## src/rtl/rf_pkg.sv

```systemverilog
`default_nettype none
// ============================================================================
// Module      : rf_pkg
// Description : Shared types, default parameters and the reset table for the
//               register_file_v3 register file and its clear engine.
//               Contents:
//                 rf_state_t      - clear engine state encoding
//                 C_DEF_*         - default parameter values
//                 rf_reset_value  - reset-table entry for a register index
// Revision    : 1.0 - initial release
// ============================================================================
package rf_pkg;

    localparam int C_DEF_DATA_W = 4;
    localparam int C_DEF_ADDR_W = 3;
    localparam int C_DEF_BYPASS = 1;

    typedef enum logic [1:0] {
        IDLE  = 2'd0,
        CLEAR = 2'd1,
        DONE  = 2'd2
    } rf_state_t;

    // Reset contents: reg0=6, reg1=3, every other register holds its own
    // index. All entries are reduced modulo 2**data_w so narrow
    // configurations still get a well-defined table.
    function automatic logic [31:0] rf_reset_value(input int index, input int data_w);
        logic [31:0] raw;
        logic [31:0] mask;
        if (index == 0) begin
            raw = 32'd6;
        end else if (index == 1) begin
            raw = 32'd3;
        end else begin
            raw = 32'(index);
        end
        if (data_w >= 32) begin
            mask = 32'hFFFF_FFFF;
        end else begin
            mask = (32'd1 << data_w) - 32'd1;
        end
        return raw & mask;
    endfunction

endpackage
`default_nettype wire

```

## src/rtl/rf_clear_engine.sv

```systemverilog
`default_nettype none
// ============================================================================
// Module      : rf_clear_engine
// Description : Walks the whole register array writing a latched fill value.
//               IDLE -> CLEAR (DEPTH cycles, one write per cycle) -> DONE
//               (one cycle, init_done pulse) -> IDLE.
// Ports       : clk, rst       - clock, synchronous active-high reset
//               init_req       - start request, honoured only in IDLE
//               init_val       - fill value, captured with init_req
//               clr_en/addr/data - array write request for this cycle
//               busy           - high for the whole CLEAR phase
//               init_done      - one-cycle pulse when the fill completes
// Revision    : 1.0 - initial release
// ============================================================================
module rf_clear_engine
    import rf_pkg::*;
#(
    parameter int DATA_W = C_DEF_DATA_W,
    parameter int ADDR_W = C_DEF_ADDR_W
) (
    input  logic              clk,
    input  logic              rst,
    input  logic              init_req,
    input  logic [DATA_W-1:0] init_val,
    output logic              clr_en,
    output logic [ADDR_W-1:0] clr_addr,
    output logic [DATA_W-1:0] clr_data,
    output logic              busy,
    output logic              init_done
);

    localparam int DEPTH = 2 ** ADDR_W;

    localparam logic [1:0] c_st_idle  = IDLE;
    localparam logic [1:0] c_st_clear = CLEAR;
    localparam logic [1:0] c_st_done  = DONE;

    // Counter is one bit wider than the address so the terminal value and
    // the post-increment value never alias onto each other.
    localparam logic [ADDR_W:0] c_cnt_last = (ADDR_W + 1)'(DEPTH - 1);
    localparam logic [ADDR_W:0] c_cnt_one  = (ADDR_W + 1)'(1);

    logic [1:0]        state_q, state_d;
    logic [ADDR_W:0]   cnt_q,   cnt_d;
    logic [DATA_W-1:0] val_q,   val_d;
    logic              busy_q,  busy_d;
    logic              done_q,  done_d;

    always_comb begin
        state_d = state_q;
        cnt_d   = cnt_q;
        val_d   = val_q;
        busy_d  = busy_q;
        done_d  = 1'b0;
        case (state_q)
            c_st_idle: begin
                if (init_req) begin
                    val_d   = init_val;
                    cnt_d   = '0;
                    busy_d  = 1'b1;
                    state_d = c_st_clear;
                end
            end
            c_st_clear: begin
                cnt_d = cnt_q + c_cnt_one;
                // Last write of the walk: drop busy and pulse done together
                // so busy falls exactly on entry to DONE.
                if (cnt_q == c_cnt_last) begin
                    busy_d  = 1'b0;
                    done_d  = 1'b1;
                    state_d = c_st_done;
                end
            end
            c_st_done: begin
                state_d = c_st_idle;
            end
            default: begin
                busy_d  = 1'b0;
                state_d = c_st_idle;
            end
        endcase
    end

    always_ff @(posedge clk) begin
        if (rst) begin
            state_q <= c_st_idle;
            cnt_q   <= '0;
            val_q   <= '0;
            busy_q  <= 1'b0;
            done_q  <= 1'b0;
        end else begin
            state_q <= state_d;
            cnt_q   <= cnt_d;
            val_q   <= val_d;
            busy_q  <= busy_d;
            done_q  <= done_d;
        end
    end

    // busy_q is high exactly while the FSM sits in CLEAR, so it doubles as
    // the write strobe.
    assign clr_en    = busy_q;
    assign clr_addr  = cnt_q[ADDR_W-1:0];
    assign clr_data  = val_q;
    assign busy      = busy_q;
    assign init_done = done_q;

endmodule
`default_nettype wire

```

## src/rtl/register_file_v3.sv

```systemverilog
`default_nettype none
// ============================================================================
// Module      : register_file_v3
// Description : 2**ADDR_W x DATA_W register file with two registered read
//               ports, a CPU write port, a switch-driven record port and a
//               built-in clear engine. One array write per cycle with
//               priority clear engine > record > CPU.
// Ports       : clk, rst                  - clock, sync active-high reset
//               rd_addr1/2, rd_data1/2    - read ports, 1-cycle latency
//               wr_en, wr_addr, wr_data   - CPU write port
//               rec_en, rec_addr, rec_data - record (switch) write port
//               init_req, init_val        - clear engine start and fill value
//               busy, init_done           - clear engine status
// Revision    : 1.0 - initial release
// ============================================================================
module register_file_v3
    import rf_pkg::*;
#(
    parameter int DATA_W = C_DEF_DATA_W,
    parameter int ADDR_W = C_DEF_ADDR_W,
    parameter int BYPASS = C_DEF_BYPASS
) (
    input  logic              clk,
    input  logic              rst,
    input  logic [ADDR_W-1:0] rd_addr1,
    input  logic [ADDR_W-1:0] rd_addr2,
    output logic [DATA_W-1:0] rd_data1,
    output logic [DATA_W-1:0] rd_data2,
    input  logic              wr_en,
    input  logic [ADDR_W-1:0] wr_addr,
    input  logic [DATA_W-1:0] wr_data,
    input  logic              rec_en,
    input  logic [ADDR_W-1:0] rec_addr,
    input  logic [DATA_W-1:0] rec_data,
    input  logic              init_req,
    input  logic [DATA_W-1:0] init_val,
    output logic              busy,
    output logic              init_done
);

    localparam int DEPTH = 2 ** ADDR_W;

    logic [DATA_W-1:0] regs_q [DEPTH];
    logic [DATA_W-1:0] regs_d [DEPTH];
    logic [DATA_W-1:0] w_rst_tbl [DEPTH];

    logic [DATA_W-1:0] rd_data1_q, rd_data1_d;
    logic [DATA_W-1:0] rd_data2_q, rd_data2_d;

    logic              w_clr_en;
    logic [ADDR_W-1:0] w_clr_addr;
    logic [DATA_W-1:0] w_clr_data;
    logic              w_busy;
    logic              w_init_done;

    logic              w_we;
    logic [ADDR_W-1:0] w_waddr;
    logic [DATA_W-1:0] w_wdata;

    rf_clear_engine #(
        .DATA_W (DATA_W),
        .ADDR_W (ADDR_W)
    ) u_clear_engine (
        .clk       (clk),
        .rst       (rst),
        .init_req  (init_req),
        .init_val  (init_val),
        .clr_en    (w_clr_en),
        .clr_addr  (w_clr_addr),
        .clr_data  (w_clr_data),
        .busy      (w_busy),
        .init_done (w_init_done)
    );

    // Constant reset table; folds away at elaboration.
    always_comb begin
        for (int i = 0; i < DEPTH; i++) begin
            w_rst_tbl[i] = DATA_W'(rf_reset_value(i, DATA_W));
        end
    end

    // Single write port into the array. The clear strobe equals busy, so
    // giving it top priority is what drops record/CPU writes during a fill.
    always_comb begin
        w_we    = 1'b0;
        w_waddr = '0;
        w_wdata = '0;
        if (w_clr_en) begin
            w_we    = 1'b1;
            w_waddr = w_clr_addr;
            w_wdata = w_clr_data;
        end else if (rec_en) begin
            w_we    = 1'b1;
            w_waddr = rec_addr;
            w_wdata = rec_data;
        end else if (wr_en) begin
            w_we    = 1'b1;
            w_waddr = wr_addr;
            w_wdata = wr_data;
        end
    end

    always_comb begin
        regs_d = regs_q;
        if (w_we) begin
            regs_d[w_waddr] = w_wdata;
        end
    end

    // Read ports see the committed write of this edge only in write-first
    // mode; otherwise they return the array contents before the edge.
    always_comb begin
        rd_data1_d = regs_q[rd_addr1];
        rd_data2_d = regs_q[rd_addr2];
        if ((BYPASS != 0) && w_we && (w_waddr == rd_addr1)) begin
            rd_data1_d = w_wdata;
        end
        if ((BYPASS != 0) && w_we && (w_waddr == rd_addr2)) begin
            rd_data2_d = w_wdata;
        end
    end

    always_ff @(posedge clk) begin
        if (rst) begin
            for (int i = 0; i < DEPTH; i++) begin
                regs_q[i] <= w_rst_tbl[i];
            end
            rd_data1_q <= '0;
            rd_data2_q <= '0;
        end else begin
            regs_q     <= regs_d;
            rd_data1_q <= rd_data1_d;
            rd_data2_q <= rd_data2_d;
        end
    end

    assign rd_data1  = rd_data1_q;
    assign rd_data2  = rd_data2_q;
    assign busy      = w_busy;
    assign init_done = w_init_done;

endmodule
`default_nettype wire

```

## config.mk

```make
export PLATFORM = sky130hd
export DESIGN_NAME = register_file_v3
export DESIGN_NICKNAME = d
export VERILOG_FILES = /design/src/rtl/rf_pkg.sv /design/src/rtl/rf_clear_engine.sv /design/src/rtl/register_file_v3.sv
export SDC_FILE = /design/constraint.sdc
export NUM_CORES = 1
export LEC_CHECK = 0
export CORE_UTILIZATION = 58
export CTS_BUF_LIST = sky130_fd_sc_hd__clkbuf_2 sky130_fd_sc_hd__clkbuf_4 sky130_fd_sc_hd__clkbuf_8
export CTS_CLUSTER_DIAMETER = 120
export DETAILED_ROUTE_END_ITERATION = 10
export PLACE_DENSITY = 0.88
export SLEW_MARGIN = 40
export SYNTH_ARGS = -nofsm -noshare
export SYNTH_HDL_FRONTEND = slang
export SYNTH_SLANG_ARGS = --single-unit
```

## constraint.sdc

```tcl
create_clock -name clk -period 2 [get_ports clk]
set_clock_uncertainty 0.1 [all_clocks]
set_input_delay 0.5 -clock clk [delete_from_list [all_inputs] [get_ports clk]]
set_output_delay 0.5 -clock clk [all_outputs]
set_load 0.1 [all_outputs]
```

==> results of run 1 <==
[area by class of cell]
type                    count  area (µm²)  area share (%)
flip-flops and latches     52        1046           24.61
clock inverters             3       46.29           1.089
clock buffers               5       68.82           1.619
well taps                  70       87.58           2.061
multi-input cells         212        2032           47.81
repair buffers             91       958.4           22.55
inverters                   3       11.26          0.2649
[metrics by stage]
step           hold WS [ps]  total power [mW]  utilization (%)  cells  instance area (µm²)
4_1_cts               413.8             2.943            81.01    432                 4217
3_3_place_gp          374.9             2.137            75.91    416                 3951
6_report              405.6             3.003            81.66    436                 4250
5_1_grt               437.3             3.099            81.66    436                 4250
3_5_place_dp          389.9             2.168            75.91    416                 3951
2_1_floorplan         357.8             1.820                -    288                 3193
[routing by layer]
metal	part of all wire [%]	vias up	GRT usage, %
li1	-	1226	-
met1	38	1372	41.72
met2	49	164	59.00
met3	8.4	48	7.665
met4	4.6	0	20.19
met5	0	-	0
[critical path, stage by stage]
cell and delay (ps):
clkdlybuf4s50_1 580, xnor2_1 170, a32o_1 270, o311ai_4 160
or2_4 320, a211oi_2 180
[flip-flops by register name (all words and copies together) (netlist names)]
register                  cells
u_clear_engine.cnt_q          4
rd_data2                      4
u_clear_engine.state_q        2
rd_data1                      4
regs_q                       32
u_clear_engine.init_done      1
u_clear_engine.busy           1
u_clear_engine.clr_data       4
[logic make-up after synthesis]
| logic type | share of synthesized area, % |
|---|---|
| xor+xnor | 1.651 |
| simple gates | 19.89 |
| compound gates | 17.33 |
| fa+ha+maj | 0.3930 |
| buf+inv | 5.267 |
| flops | 32.70 |
| mux | 22.76 |
[what timing repair did]
item / CTS / global route
endpoints found under the setup margin: 40 / 30
hold endpoints to repair: 0 / 0
setup buffers: 6 / 4
pin swaps: 8 / 10
resized for setup: 27 / 9
gates cloned: 2 / 0
[power breakdown]
part / internal [mW] / switching [mW]
Combinational: 0.503 / 0.574
Clock: 0.380 / 0.370
Sequential: 1.11 / 0.0690
Total: 1.99 / 1.01
[Yosys cell counts (3+ instances only)]
master,instances
dfxtp_1,52
mux2i_1,33
nor2_1,30
nor2b_1,18
a211o_1,11
nor3_1,11
a211oi_2,8
a22oi_1,8
mux4_2,8
nand2_1,7
nand2b_1,7
buf_2,6
mux4_4,6
clkbuf_1,5
nand3_1,5
clkbuf_8,4
nand3b_1,4
o21ai_2,4
xnor2_1,4
buf_4,3
inv_1,3
nor3_4,3
nor3b_4,3
[worst max-delay path by stage]
stage,slack (ps),cells past startpoint,startpoint,to
after floorplan,10,6,u_clear_engine.busy,regs_q[0]
after global placement,-580,7,rec_en,rd_data1[2]
after detailed placement,-700,7,rec_en,rd_data1[2]
after CTS,2,6,rec_en,regs_q[0]
after global routing,-110,6,rd_addr2[1],rd_data2[2]
final,-40,6,rd_addr2[1],rd_data2[1]
==> results_dict.tcl, run 1 <==
set metrics [dict create \
    cts_buffer_depth 2 \
    synth_top_cell_area_share_pct 32.70 \
    avgViaCountPerCell 6.445 \
    tritoncts "yes" \
    r2r_end "regs_q[12]" \
    clk_latency_ps 320 \
    routed_wl_um 10040 \
    area.growth.synth_to_final_pct 33.53 \
    ys_warn_count 0 \
    ir_worst_vdd_mv 0.4190 \
    die_w_um 76.08 \
    wl_per_cell_um 23.03 \
    drive_gt1_share_pct 37.43 \
    synthTopCellsByArea "dfxtp_1 (33%), mux2i_1 (10%), mux4_2 (5.7%)" \
    layout_setup_ws_ps -37.77 \
    violations "negative setup slack" \
    final_cell_mix "dfxtp_1 (50), buf_4 (46), mux2i_1 (30), nor2_1 (30), nor2b_1 (18)" \
    synth_top_area_cell "dfxtp_1" \
    slew_violations 0 \
    holdBufCountCts 0 \
    cap_violations 0 \
    dp.final_hpwl_um 5935 \
    cp-end-kind "flip-flop" \
    first_pass_iters 5 \
    die_h_um 76.08 \
    maxSlewHeadroom_pct 59.50 \
    r2r_start "u_clear_engine.busy" \
    fp.dieArea_um2 5788 \
    place.gp.congestion 0.8930 \
    crit_path_max_fanout 5 \
    ys_seq_elements 52 \
    synth-edff-count 0 \
    rr_worst_depth 6 \
    holdPathEnd "u_clear_engine.clr_data[2]" \
    grt_pass1_vias 2907 \
    p_leak_nw 1.721 \
    cts_buffers 5 \
    synth_area_per_cell_um2 11.05 \
    fin_setup_tns_ps -122.4 \
    synth_nets 318 \
    hold_violations 0 \
    clk_pin_slew_ps 100 \
    whs_path_depth 2 \
    htreeDepth 2 \
    crit_arrival_ps 2180 \
    postSynth.asyncResetShare_pct 0 \
    required_ps 2140 \
    seq_area_frac_synth_pct 32.70 \
    overflow 0 \
    drt_iter0_drc 296 \
    grt_max_degree 28 \
    io_pins 39 \
    ys.flop_type "dfxtp_1" \
    clock_sinks 52 \
    setup_viol 4 \
    preCtsSetupSlack_ps -702.6 \
    vias 2810 \
    fin_crit_sh_pct 101.9 \
    reg2reg_slack_ps 30 \
    mappedNetlistArea_um2 3183 \
    drc 0 \
    cts_root_buf "clkbuf_8" \
    n_antenna_cell 0 \
    tightest_slew_ps 607.5 \
    synthCells 288 \
    clock.fmax_mhz 490.7 \
    layout.nets 395 \
    coreArea_um2 5205 \
    min-delay-start "u_clear_engine.clr_data[2]" \
    grt_pass1_wl_um 15630 \
    final_common_cell "dfxtp_1" \
    final_antenna_net_count 0 \
    fill_cells 287 \
    synth_cell_types 55 \
    status "finished with violations" \
    period_needed_ps 2038 \
    io_buffers 38 \
    powerDensity_nw_per_um2 706.5 \
    start_kind "input pin" \
    antenna_found_initial 0 \
    rows 26 \
    grtUsageTotal_pct 35.20 \
    critPathKind "input pin to flip-flop" \
    hp-class "flip-flop to flip-flop" \
    initial_core_util_pct 61.15 \
]
No activity file was read; power rests on OpenSTA's default activity.
==> run 2: changes to the inputs <==
TNS_END_PERCENT = 20   (was default)
==> run 2 against run 1 <==
- the flow still finishes with violations (negative setup slack)
- largest power group unchanged
- routed wire length rose by 2.6%
- utilization rose by 0.36 points
- via count rose by 3.7%
- critical path depth did not move
- critical endpoint is now regs_q[15]
- maximum frequency barely moved
- cell count fell by 0.69%
- total power fell by 3.1%
- first-iteration DRC count rose by 24%
==> results_dict.tcl, run 2 (synthesis results as in run 1) <==
set metrics [dict create \
    vias 2913 \
    overflow 0 \
    io_pins 39 \
    ir_worst_vdd_mv 0.5562 \
    crit_arrival_ps 2150 \
    dpl_cell_area_um2 3916 \
    n_antenna_cell 0 \
    routed_wl_um 10300 \
    maxSlewHeadroom_pct 71.71 \
    die_h_um 76.08 \
    layout.nets 392 \
    hold_violations 0 \
    final_util_pct 82.02 \
    dp.final_hpwl_um 5744 \
    cap_violations 0 \
    cp-end-kind "flip-flop" \
    p_total_mw 2.911 \
    r2r_end "regs_q[15]" \
    holdPathEnd "u_clear_engine.clr_data[3]" \
    slew_violations 0 \
    setup_viol 2 \
    final_cell_mix "dfxtp_1 (50), buf_4 (40), nor2_1 (30)" \
    whs_path_depth 2 \
    wl_per_cell_um 23.78 \
    rr_worst_depth 6 \
    initial_core_util_pct 61.15 \
    cts_buffers 5 \
    first_pass_iters 5 \
    fill_cells 248 \
    rows 26 \
    clock_sinks 52 \
    powerDensity_nw_per_um2 681.8 \
    drive_gt1_share_pct 38.29 \
    fin_crit_sh_pct 102.0 \
    grt_pass1_wl_um 14920 \
    p_leak_nw 1.738 \
    layout_setup_ws_ps -39.31 \
    drc 0 \
    hold_ws_ps 398.2 \
    cts_root_buf "clkbuf_8" \
    fin_setup_tns_ps -53.85 \
    largest_register "regs_q" \
    clock.fmax_mhz 490.4 \
    final_cell_area_um2 4269 \
    clk_pin_slew_ps 100 \
    die_w_um 76.08 \
    violations "negative setup slack" \
    crit_start "u_clear_engine.busy" \
    drt_iter0_drc 367 \
    crit_path_max_fanout 15 \
    largest_reg_flops 32 \
    avgViaCountPerCell 6.727 \
    status "finished with violations" \
    hp-class "flip-flop to flip-flop" \
    area.growth.synth_to_final_pct 34.12 \
    final_antenna_net_count 0 \
    tightest_slew_ps 424.3 \
    place.gp.congestion 0.8559 \
    grtUsageTotal_pct 34.03 \
    critPathKind "flip-flop to flip-flop" \
    start_kind "flip-flop" \
    coreArea_um2 5205 \
    clk_latency_ps 320 \
    io_buffers 38 \
    antenna_found_initial 0 \
    min-delay-start "u_clear_engine.clr_data[3]" \
    htreeDepth 2 \
    reg2reg_slack_ps -40 \
    r2r_start "u_clear_engine.busy" \
    fp.dieArea_um2 5788 \
    grt_max_degree 53 \
    cts_buffer_depth 2 \
    final_common_cell "dfxtp_1" \
    grt_pass1_vias 2780 \
    required_ps 2110 \
    period_needed_ps 2039 \
    tritoncts "yes" \
]
## run 2: repair_timing
item,4_1_cts,5_1_grt
pin swaps,10,11
cloned,1,0
hold buffers,0,0
gates resized for setup,24,23
setup buffers,12,4
setup endpoints to repair,40,37
## run 2: worst max-delay path by stage
stage	end
5_1_grt	regs_q[15]
6_report	regs_q[15]
2_1_floorplan	regs_q[0]
3_3_place_gp	regs_q[8]
3_5_place_dp	regs_q[10]
4_1_cts	regs_q[1]
## run 2: layout make-up
class	count	area, µm²	area share (%)
multi-input cells	212	2062	48.30
flip-flops and latches	52	1046	24.50
repair buffers	88	969.7	22.71
well taps	70	87.58	2.052
clock buffers	7	83.83	1.964
inverters	3	11.26	0.2638
clock inverters	1	8.758	0.2052
## run 2: per-layer routing
metal / routed length (µm) / up-vias / track usage [%]
li1: - / 1215 / -
met1: 3795 / 1380 / 42.07
met2: 4852 / 253 / 55.55
met3: 1085 / 65 / 7.665
met4: 565 / 0 / 18.08
met5: 0 / - / 0
## run 2: stage by stage
| stage | cells | setup WS [ps] |
|---|---|---|
| after floorplan | 288 | -30.83 |
| after global placement | 408 | -615.7 |
| after detailed placement | 408 | -713.3 |
| after CTS | 429 | 3.104 |
| after global routing | 433 | -100.7 |
| final | 433 | -39.31 |
## run 2: critical path, stage by stage (launching register included)
cell     delay, ps
dfxtp_4        480
nor2b_1        310
a31oi_4         90
buf_4          180
nor3_4         380
mux2i_1        300
nor2_1          90
## run 2: where the power goes
part | total (mW) | switching (mW) | internal (mW)
Sequential | 1.18 | 0.0728 | 1.11
Clock | 0.650 | 0.371 | 0.278
Combinational | 1.08 | 0.577 | 0.504
Total | 2.91 | 1.02 | 1.89
